File: src/rtl/calibracion_multicanal.sv
// calibracion_multicanal: per-channel gain/offset calibration of raw ADC words into saturated signed fixed point
module calibracion_multicanal #(
    parameter int N_CH       = 3,
    parameter int ADC_W      = 12,
    parameter int GAIN_W     = 24,
    parameter int GAIN_SHIFT = 12,
    parameter int INT_BITS   = 20,
    parameter int FRAC_BITS  = 17,
    localparam int OUT_W     = INT_BITS + FRAC_BITS + 1
) (
    input  logic                    clk,
    input  logic                    rst,
    input  logic                    CE,
    input  logic                    start,
    input  logic [N_CH*ADC_W-1:0]   adc_in,
    input  logic                    cfg_we,
    input  logic [3:0]              cfg_sel,
    input  logic [GAIN_W-1:0]       cfg_gain,
    input  logic [OUT_W-1:0]        cfg_offset,
    output logic [N_CH*OUT_W-1:0]   data_out,
    output logic                    valid,
    output logic                    busy,
    output logic [N_CH-1:0]         sat_flags,
    output logic                    overrun
);
    localparam int CH_W   = (N_CH > 1) ? $clog2(N_CH) : 1;
    localparam int PROD_W = ADC_W + GAIN_W;
    localparam int SUM_W  = OUT_W + GAIN_W + ADC_W;
    localparam int SH     = FRAC_BITS - GAIN_SHIFT;
    localparam logic signed [SUM_W-1:0] MAX_S = {{(SUM_W-OUT_W+1){1'b0}}, {(OUT_W-1){1'b1}}};
    localparam logic signed [SUM_W-1:0] MIN_S = ~MAX_S;
    localparam logic [GAIN_W-1:0] GAIN_ONE = GAIN_W'(1) << GAIN_SHIFT;
    localparam logic [CH_W-1:0] LAST = CH_W'(N_CH - 1);

    typedef enum logic [1:0] {IDLE, MUL, ACC, DONE} state_t;

    state_t              state_q;
    logic [CH_W-1:0]     ch_q;
    logic [PROD_W-1:0]   prod_q;
    logic [ADC_W-1:0]    adc_q      [N_CH];
    logic [GAIN_W-1:0]   cfg_gain_q [N_CH];
    logic [OUT_W-1:0]    cfg_off_q  [N_CH];
    logic [GAIN_W-1:0]   act_gain_q [N_CH];
    logic [OUT_W-1:0]    act_off_q  [N_CH];
    logic [OUT_W-1:0]    shadow_q   [N_CH];
    logic [OUT_W-1:0]    data_q     [N_CH];
    logic [N_CH-1:0]     shadow_sat_q;
    logic [N_CH-1:0]     sat_q;
    logic                valid_q;
    logic                busy_q;
    logic                overrun_q;
    logic [PROD_W-1:0]   prod_d;
    logic signed [SUM_W-1:0] sum_d;
    logic [OUT_W-1:0]    res_d;
    logic                sat_d;
    logic                cfg_ok;
    logic [CH_W-1:0]     cfg_idx;

    assign cfg_ok  = {1'b0, cfg_sel} < 5'(N_CH);
    assign cfg_idx = cfg_sel[CH_W-1:0];

    // Datapath for the current channel: shared multiplier, offset alignment and saturation
    always_comb begin
        prod_d = PROD_W'(adc_q[ch_q]) * PROD_W'(act_gain_q[ch_q]);
        sum_d  = $signed(SUM_W'(prod_q) << SH)
               + $signed({{(SUM_W-OUT_W){act_off_q[ch_q][OUT_W-1]}}, act_off_q[ch_q]});
        sat_d  = (sum_d > MAX_S) || (sum_d < MIN_S);
        res_d  = (sum_d > MAX_S) ? MAX_S[OUT_W-1:0] :
                 (sum_d < MIN_S) ? MIN_S[OUT_W-1:0] : sum_d[OUT_W-1:0];
    end

    // Configuration bank, sequencer and output registers; valid clears on every non-DONE edge
    always_ff @(posedge clk) begin
        if (!rst) begin
            state_q      <= IDLE;
            ch_q         <= '0;
            prod_q       <= '0;
            shadow_sat_q <= '0;
            sat_q        <= '0;
            valid_q      <= 1'b0;
            busy_q       <= 1'b0;
            overrun_q    <= 1'b0;
            for (int i = 0; i < N_CH; i++) begin
                adc_q[i]      <= '0;
                cfg_gain_q[i] <= GAIN_ONE;
                cfg_off_q[i]  <= '0;
                act_gain_q[i] <= GAIN_ONE;
                act_off_q[i]  <= '0;
                shadow_q[i]   <= '0;
                data_q[i]     <= '0;
            end
        end else begin
            valid_q <= CE && (state_q == DONE);
            if (CE) begin
                if (cfg_we && cfg_ok) begin
                    cfg_gain_q[cfg_idx] <= cfg_gain;
                    cfg_off_q[cfg_idx]  <= cfg_offset;
                end
                if (start && busy_q)
                    overrun_q <= 1'b1;
                case (state_q)
                    IDLE: if (start) begin
                        for (int i = 0; i < N_CH; i++)
                            adc_q[i] <= adc_in[i*ADC_W +: ADC_W];
                        act_gain_q <= cfg_gain_q;
                        act_off_q  <= cfg_off_q;
                        ch_q       <= '0;
                        busy_q     <= 1'b1;
                        state_q    <= MUL;
                    end
                    MUL: begin
                        prod_q  <= prod_d;
                        state_q <= ACC;
                    end
                    ACC: begin
                        shadow_q[ch_q]     <= res_d;
                        shadow_sat_q[ch_q] <= sat_d;
                        if (ch_q == LAST) begin
                            state_q <= DONE;
                        end else begin
                            ch_q    <= ch_q + CH_W'(1);
                            state_q <= MUL;
                        end
                    end
                    DONE: begin
                        data_q  <= shadow_q;
                        sat_q   <= shadow_sat_q;
                        busy_q  <= 1'b0;
                        state_q <= IDLE;
                    end
                    default: state_q <= IDLE;
                endcase
            end
        end
    end

    for (genvar g = 0; g < N_CH; g++) begin : g_out
        assign data_out[g*OUT_W +: OUT_W] = data_q[g];
    end

    assign valid     = valid_q;
    assign busy      = busy_q;
    assign sat_flags = sat_q;
    assign overrun   = overrun_q;
endmodule

File: config.mk
export PLATFORM = sky130hd
export DESIGN_NAME = calibracion_multicanal
export DESIGN_NICKNAME = d
export VERILOG_FILES = /design/src/rtl/calibracion_multicanal.sv
export SDC_FILE = /design/constraint.sdc
export NUM_CORES = 2
export LEC_CHECK = 0
export CORE_MARGIN = 4
export CORE_UTILIZATION = 60
export CTS_BUF_LIST = sky130_fd_sc_hd__clkbuf_16
export CTS_CLUSTER_DIAMETER = 60
export DETAILED_ROUTE_END_ITERATION = 12
export DONT_BUFFER_PORTS = 1
export PLACE_DENSITY = 0.76
export SLEW_MARGIN = 0
export SYNTH_ARGS = -nofsm -noshare
export SYNTH_HDL_FRONTEND = slang
export SYNTH_SLANG_ARGS = --single-unit
File: constraint.sdc
create_clock -name clk -period 18.56 [get_ports clk]
set_clock_uncertainty 0.15 [all_clocks]
set_input_delay 2.784 -clock clk [delete_from_list [all_inputs] [get_ports clk]]
set_output_delay 2.784 -clock clk [all_outputs]
set_load 0.005 [all_outputs]
======== Word-level counts from Yosys, hierarchy flattened ========
Memories as Yosys holds them, arrays and structs flattened. A register that Yosys moved wholly into a read port is not among the register bits.
Cells that the tools add are included.
word-level totals
  register bits ........................... 649
  bits in latches ......................... 0
  RAM bits ................................ 36
  bits in read-only memories .............. 0
  input port bits ......................... 107
  output and inout port bits .............. 120
  logic and storage cells ................. 108
  memories ................................ 1
memory list
  name   depth  bits a word  rd ports  clocked after Yosys merged registers in  wr ports  line  RTL
  adc_q  3      12           1         1                                        3         40    logic [ADC_W-1:0] adc_q [N_CH];
operators by class
  add/sub/neg operators ................... 2
  multipliers ............................. 1
  divide/modulo/power cells ............... 0
  $lt $le $gt $ge ......................... 9
  eq/ne operators ......................... 6
  shift operators ......................... 0
  mux-type cells .......................... 39
  bitwise gates (word level) .............. 5
  reduce and logical (&&, ||, !) cells .... 19
operator list
  operator              count
  $bwmux 114            2
  $mux 38               6
  $demux 38 s2          2
  $bmux 38 s2           1
  $bwmux 72             1
  $mux 24               3
  $bmux 24 s2           1
  $demux 24 s2          1
  $add 42x38->43        1
  $gt 43x38->1 const B  1
  $lt 43x38->1 const B  1
  $mul 12x24->36        1
  $mux 12               3
  $mux 2                6
  $reduce_and 2->1      6
  $mux 1                8
  $pmux 2 s4            1
  $eq 2x2->1 const B    3
  $ge 3x3->1 const B    2
  $logic_and 1x1->1     6
  $lt 3x1->1 const B    2
  $not 2->3             2
  $reduce_and 3->1      2
  $lt 4x2->1 const B    1
  other kinds (14)      18

======== Longest topological paths before layout ========
  depth in word-level cells ............... 9
  gate-level depth with buffers ........... 29
  depth with buffers taken out ............ 26

======== Least setup slack after synthesis ========
No wires, ideal clock.
  path type ............................... reg2reg
  start ................................... register ch_q[0]
  end ..................................... register prod_q[34]
  setup time .............................. 0.120 ns
  arrival time ............................ 6.711 ns
  data required time ...................... 18.290 ns
  slack ................................... 11.579 ns
  cell stages (with the launch flop) ...... 26
  buffers on the path ..................... 3
  clock period less this slack ............ 6.981 ns
  cell sequence ........................... dfxtp_1 -> buf_2 -> buf_1 -> mux2i_1 -> o21ai_0 -> clkbuf_1 -> nand2_1 -> fa_1 -> inv_1 -> fa_1 -> fa_1 -> fa_1 -> inv_1 -> fa_1 -> inv_1 -> ha_1 -> a21oi_1 -> o21ai_0 -> or2_2 -> o211ai_1 -> o21ai_0 -> a22oi_1 -> a21oi_1 -> o41ai_1 -> or3_1 -> nand3_1
between the ends
  longest elaborated chain between the ends .. 5
RTL lines
  item                                         line  RTL
  from (decl)                                  38    logic [CH_W-1:0] ch_q;
  from (signal assigned)                       121   ch_q <= ch_q + CH_W'(1);
  $not 2->3 (implied by the code)              64    prod_d = PROD_W'(adc_q[ch_q]) * PROD_W'(act_gain_q[ch_q]);
  $bmux 24 s2                                  64
  $mux 24 (implied by the code) (2 in series)  64
  $mul 12x24->36                               64
  to (signal assigned)                         112   prod_q <= prod_d;
  to (decl)                                    39    logic [PROD_W-1:0] prod_q;
No other way between the ends. The select of a mux whose other input is x is not followed.
A chain may end at the register's enable or synchronous reset.

======== Worst setup path after layout ========
  start ................................... register ch_q[1]
  end ..................................... register prod_q[34]
The elaborated chain is that of the path after synthesis.

==> flow_metrics.tcl <==
set metrics [dict create \
    fmax_mhz 123 \
    synthSimpleGateAreaFrac 0.154 \
    fin_area_um2 37800 \
    powerDensity_nw_per_um2 80.6 \
    cts.sinks 687 \
    cts_buffers 72 \
    synth_compound_area_frac 0.180 \
    seq_power_share 0.495 \
    synthAdderAreaFrac 0.167 \
    max-slew-margin-rel 0.219 \
    r2r_start "ch_q[1]$_SDFFE_PN0P_" \
    ff2ff_path_depth 24 \
    leakage_uw 0.0151 \
    grt_pass1_vias 26643 \
    dp.cells 4585 \
    whs_endpoint "data_out[88]$_SDFFE_PN0P_" \
    die_x_um 250 \
    layout_min_cycle_time_ns 8.15 \
    place.gp.congestion 0.935 \
    setup_tns_ns 0 \
    peakVddDrop_v 0.0000797 \
    r2r_setup_slack_ns 10.41 \
    syn_area_um2 35000 \
    h-tree-depth 3 \
    syn_to_final_growth_pct 7.75 \
    cts_resized 0 \
    cp.arrival_ns 8.49 \
    synthXorXnorAreaFrac 0.0135 \
    grt_usage 0.287 \
    dpl.hpwl_mm 60.8 \
    synthTopCellsByCount "nand2_1, dfxtp_1, a21oi_1, inv_1, clkbuf_1" \
    synth.area.top_cells "dfxtp_1, fa_1, nand2_1, a21oi_1, a22o_1" \
    finalCritPeriodShare 0.439 \
    clkPwrFrac 0.471 \
    rows 88 \
    firstDrtPassIters 6 \
    drt_iter0_markers 2406 \
    fin_nets 4336 \
    dr_total_vias 27825 \
    crit_path_max_fanout 44 \
    cp.required_ns 18.90 \
    avgSynthCellArea_um2 8.65 \
    viasPerCell 5.90 \
    synth-seq-area-share 0.403 \
    clk_path_buf_depth 3 \
    syn_nets 4495 \
    root_buffer "clkbuf_16" \
    overflow 0 \
    diodes 0 \
    io_buffers 0 \
    grt_pass1_wl_mm 146 \
    synth_flop_cell "dfxtp_1" \
    report.final.hold_viol_count 0 \
    die-area_um2 62300 \
    rr_endpoint "prod_q[34]$_SDFFE_PN0P_" \
    die_h_um 250 \
    clkTransAtPathRegs_ns 0.06 \
    worst_pin_slew_ns 1.16 \
    min_delay_path_depth 2 \
    crit_path_end_kind "register" \
    hold_start "shadow_q[12]$_SDFFE_PN0P_" \
    run_status "completed" \
    p_switching_uw 710 \
    rsz0062_at_grt "no" \
    wl_mm 91.9 \
    grt_antenna_before_repair 0 \
    ant_nets 0 \
    async_flop_share 0 \
    hold_ws_ns 0.294 \
    synth.distinct_cells 63 \
    switching_share 0.233 \
    ios 227 \
    power_uw 3040 \
    cap_violations 0 \
    initial_core_util 0.606 \
    cts_hold_buffers 0 \
    wire_per_inst_um 19.5 \
    synth_top_family_by_area "compound AO/OA/AOI/OAI gates" \
    min_path_type "reg -> reg" \
    slew_viol_final 0 \
    synth_edf_count 36 \
    synth.area.mux_share 0.0223 \
    drc 0 \
    core_um2 57800 \
    dpl-instance-area_um2 35400 \
    layout.cells.non_filler 4714 \
    post_cts_buffers 0 \
    yosys.area.top_type_share 0.372 \
    crit_type "reg -> reg" \
    clk_latency_ns 0.65 \
    p_int_uw 2330 \
    synth_top_cell_by_area "dfxtp_1" \
    drive_gt1_frac 0.0471 \
    setup_viol 0 \
    tritoncts "built" \
    pwr-share-comb 0.035 \
    synthCells 4053 \
    yosys_warnings 0 \
    grt_max_degree 220 \
    crit_path_start_kind "register" \
    yosysMostFrequentCell "nand2_1" \
    ys_ff_latch 687 \
]
[critical path, stage by stage, from the launching register on]
cell      delay, ns
dfxtp_2        0.59
inv_1          0.18
nor2_4         0.49
buf_4          0.60
a21o_1         0.41
nand2_1        0.14
fa_1           0.47
fa_1           0.55
inv_1          0.05
fa_1           0.46
fa_1           0.54
inv_1          0.06
fa_1           0.52
inv_1          0.04
ha_1           0.36
a21oi_1        0.16
o21ai_0        0.16
or2_2          0.32
o211ai_1       0.33
o21ai_0        0.27
a22oi_1        0.35
a21oi_1        0.16
o41ai_1        0.42
or3_1          0.17
nand3_1        0.07
[final cells by class]
class,count,area (um^2)
Timing Repair Buffer,43,348
Multi-Input combinational cell,2811,18900
Tap cell,765,957
Clock inverter,57,573
Fill cell,4786,20100
Inverter,279,1050
Sequential cell,687,14100
Clock buffer,72,1800
[state kept, by name, summed over array words and instances (netlist names), named ones only]
register / cells
act_gain_q: 72
act_off_q: 114
adc_q: 36
busy: 1
cfg_gain_q: 72
cfg_off_q: 114
ch_q: 2
data_out: 114
overrun: 1
prod_q: 36
sat_flags: 3
shadow_q: 114
shadow_sat_q: 3
state_q: 2
valid: 1
[cells by family (layout without fill, tap and decap cells)]
logic type / after synthesis / after routing
simple gates: 1301 / 1301
buf+inv: 555 / 451
mux: 78 / 78
flops: 687 / 687
fa+ha+maj: 335 / 335
xor+xnor: 54 / 54
compound gates: 1043 / 1043
[how the worst max path moves through the flow]
stage | from | to | slack (ns) | cells after the start
after global routing | ch_q[1]$_SDFFE_PN0P_ | prod_q[34]$_SDFFE_PN0P_ | 9.92 | 24
after floorplan | ch_q[0]$_SDFFE_PN0P_ | prod_q[34]$_SDFFE_PN0P_ | 11.58 | 25
after CTS | ch_q[1]$_SDFFE_PN0P_ | prod_q[34]$_SDFFE_PN0P_ | 10.44 | 24
after detailed placement | ch_q[1]$_SDFFE_PN0P_ | prod_q[34]$_SDFFE_PN0P_ | 10.52 | 24
final | ch_q[1]$_SDFFE_PN0P_ | prod_q[34]$_SDFFE_PN0P_ | 10.41 | 24
after global placement | ch_q[1]$_SDFFE_PN0P_ | prod_q[34]$_SDFFE_PN0P_ | 10.55 | 24
[through the flow]
step                      worst slack [ns]   util
final                                10.41  0.653
after global routing                  9.92  0.653
after CTS                            10.44  0.653
after detailed placement             10.52  0.612
after global placement               10.55  0.612
after floorplan                      11.58      -
[layout by cell type (no fill, tap or decap), types with 33 or more instances in the layout]
cell type,n
buf_4,41
o21ai_0,185
a21oi_1,516
nand3_1,33
dfxtp_1,649
xnor2_1,35
a22o_1,183
mux2i_1,77
and2_1,106
nor2_1,65
fa_1,221
nand2_1,1017
ha_1,114
edfxtp_1,36
clkbuf_16,72
inv_1,292
[routing by layer]
layer	vias up	wire length (um)	track usage
li1	13089	-	-
met1	13514	39200	0.400
met2	1048	41800	0.450
met3	174	8310	0.0672
met4	0	2560	0.0827
met5	-	0	0
[power groups by stage]
stage	registers, uW	clock network, uW	logic [uW]
after floorplan	1540	0	77.8
after global placement	1540	0	102
after detailed placement	1540	0	104
after CTS	1510	1450	104
after global routing	1510	1510	114
final	1510	1430	105
Note: power is estimated with default switching activity, not from simulation.
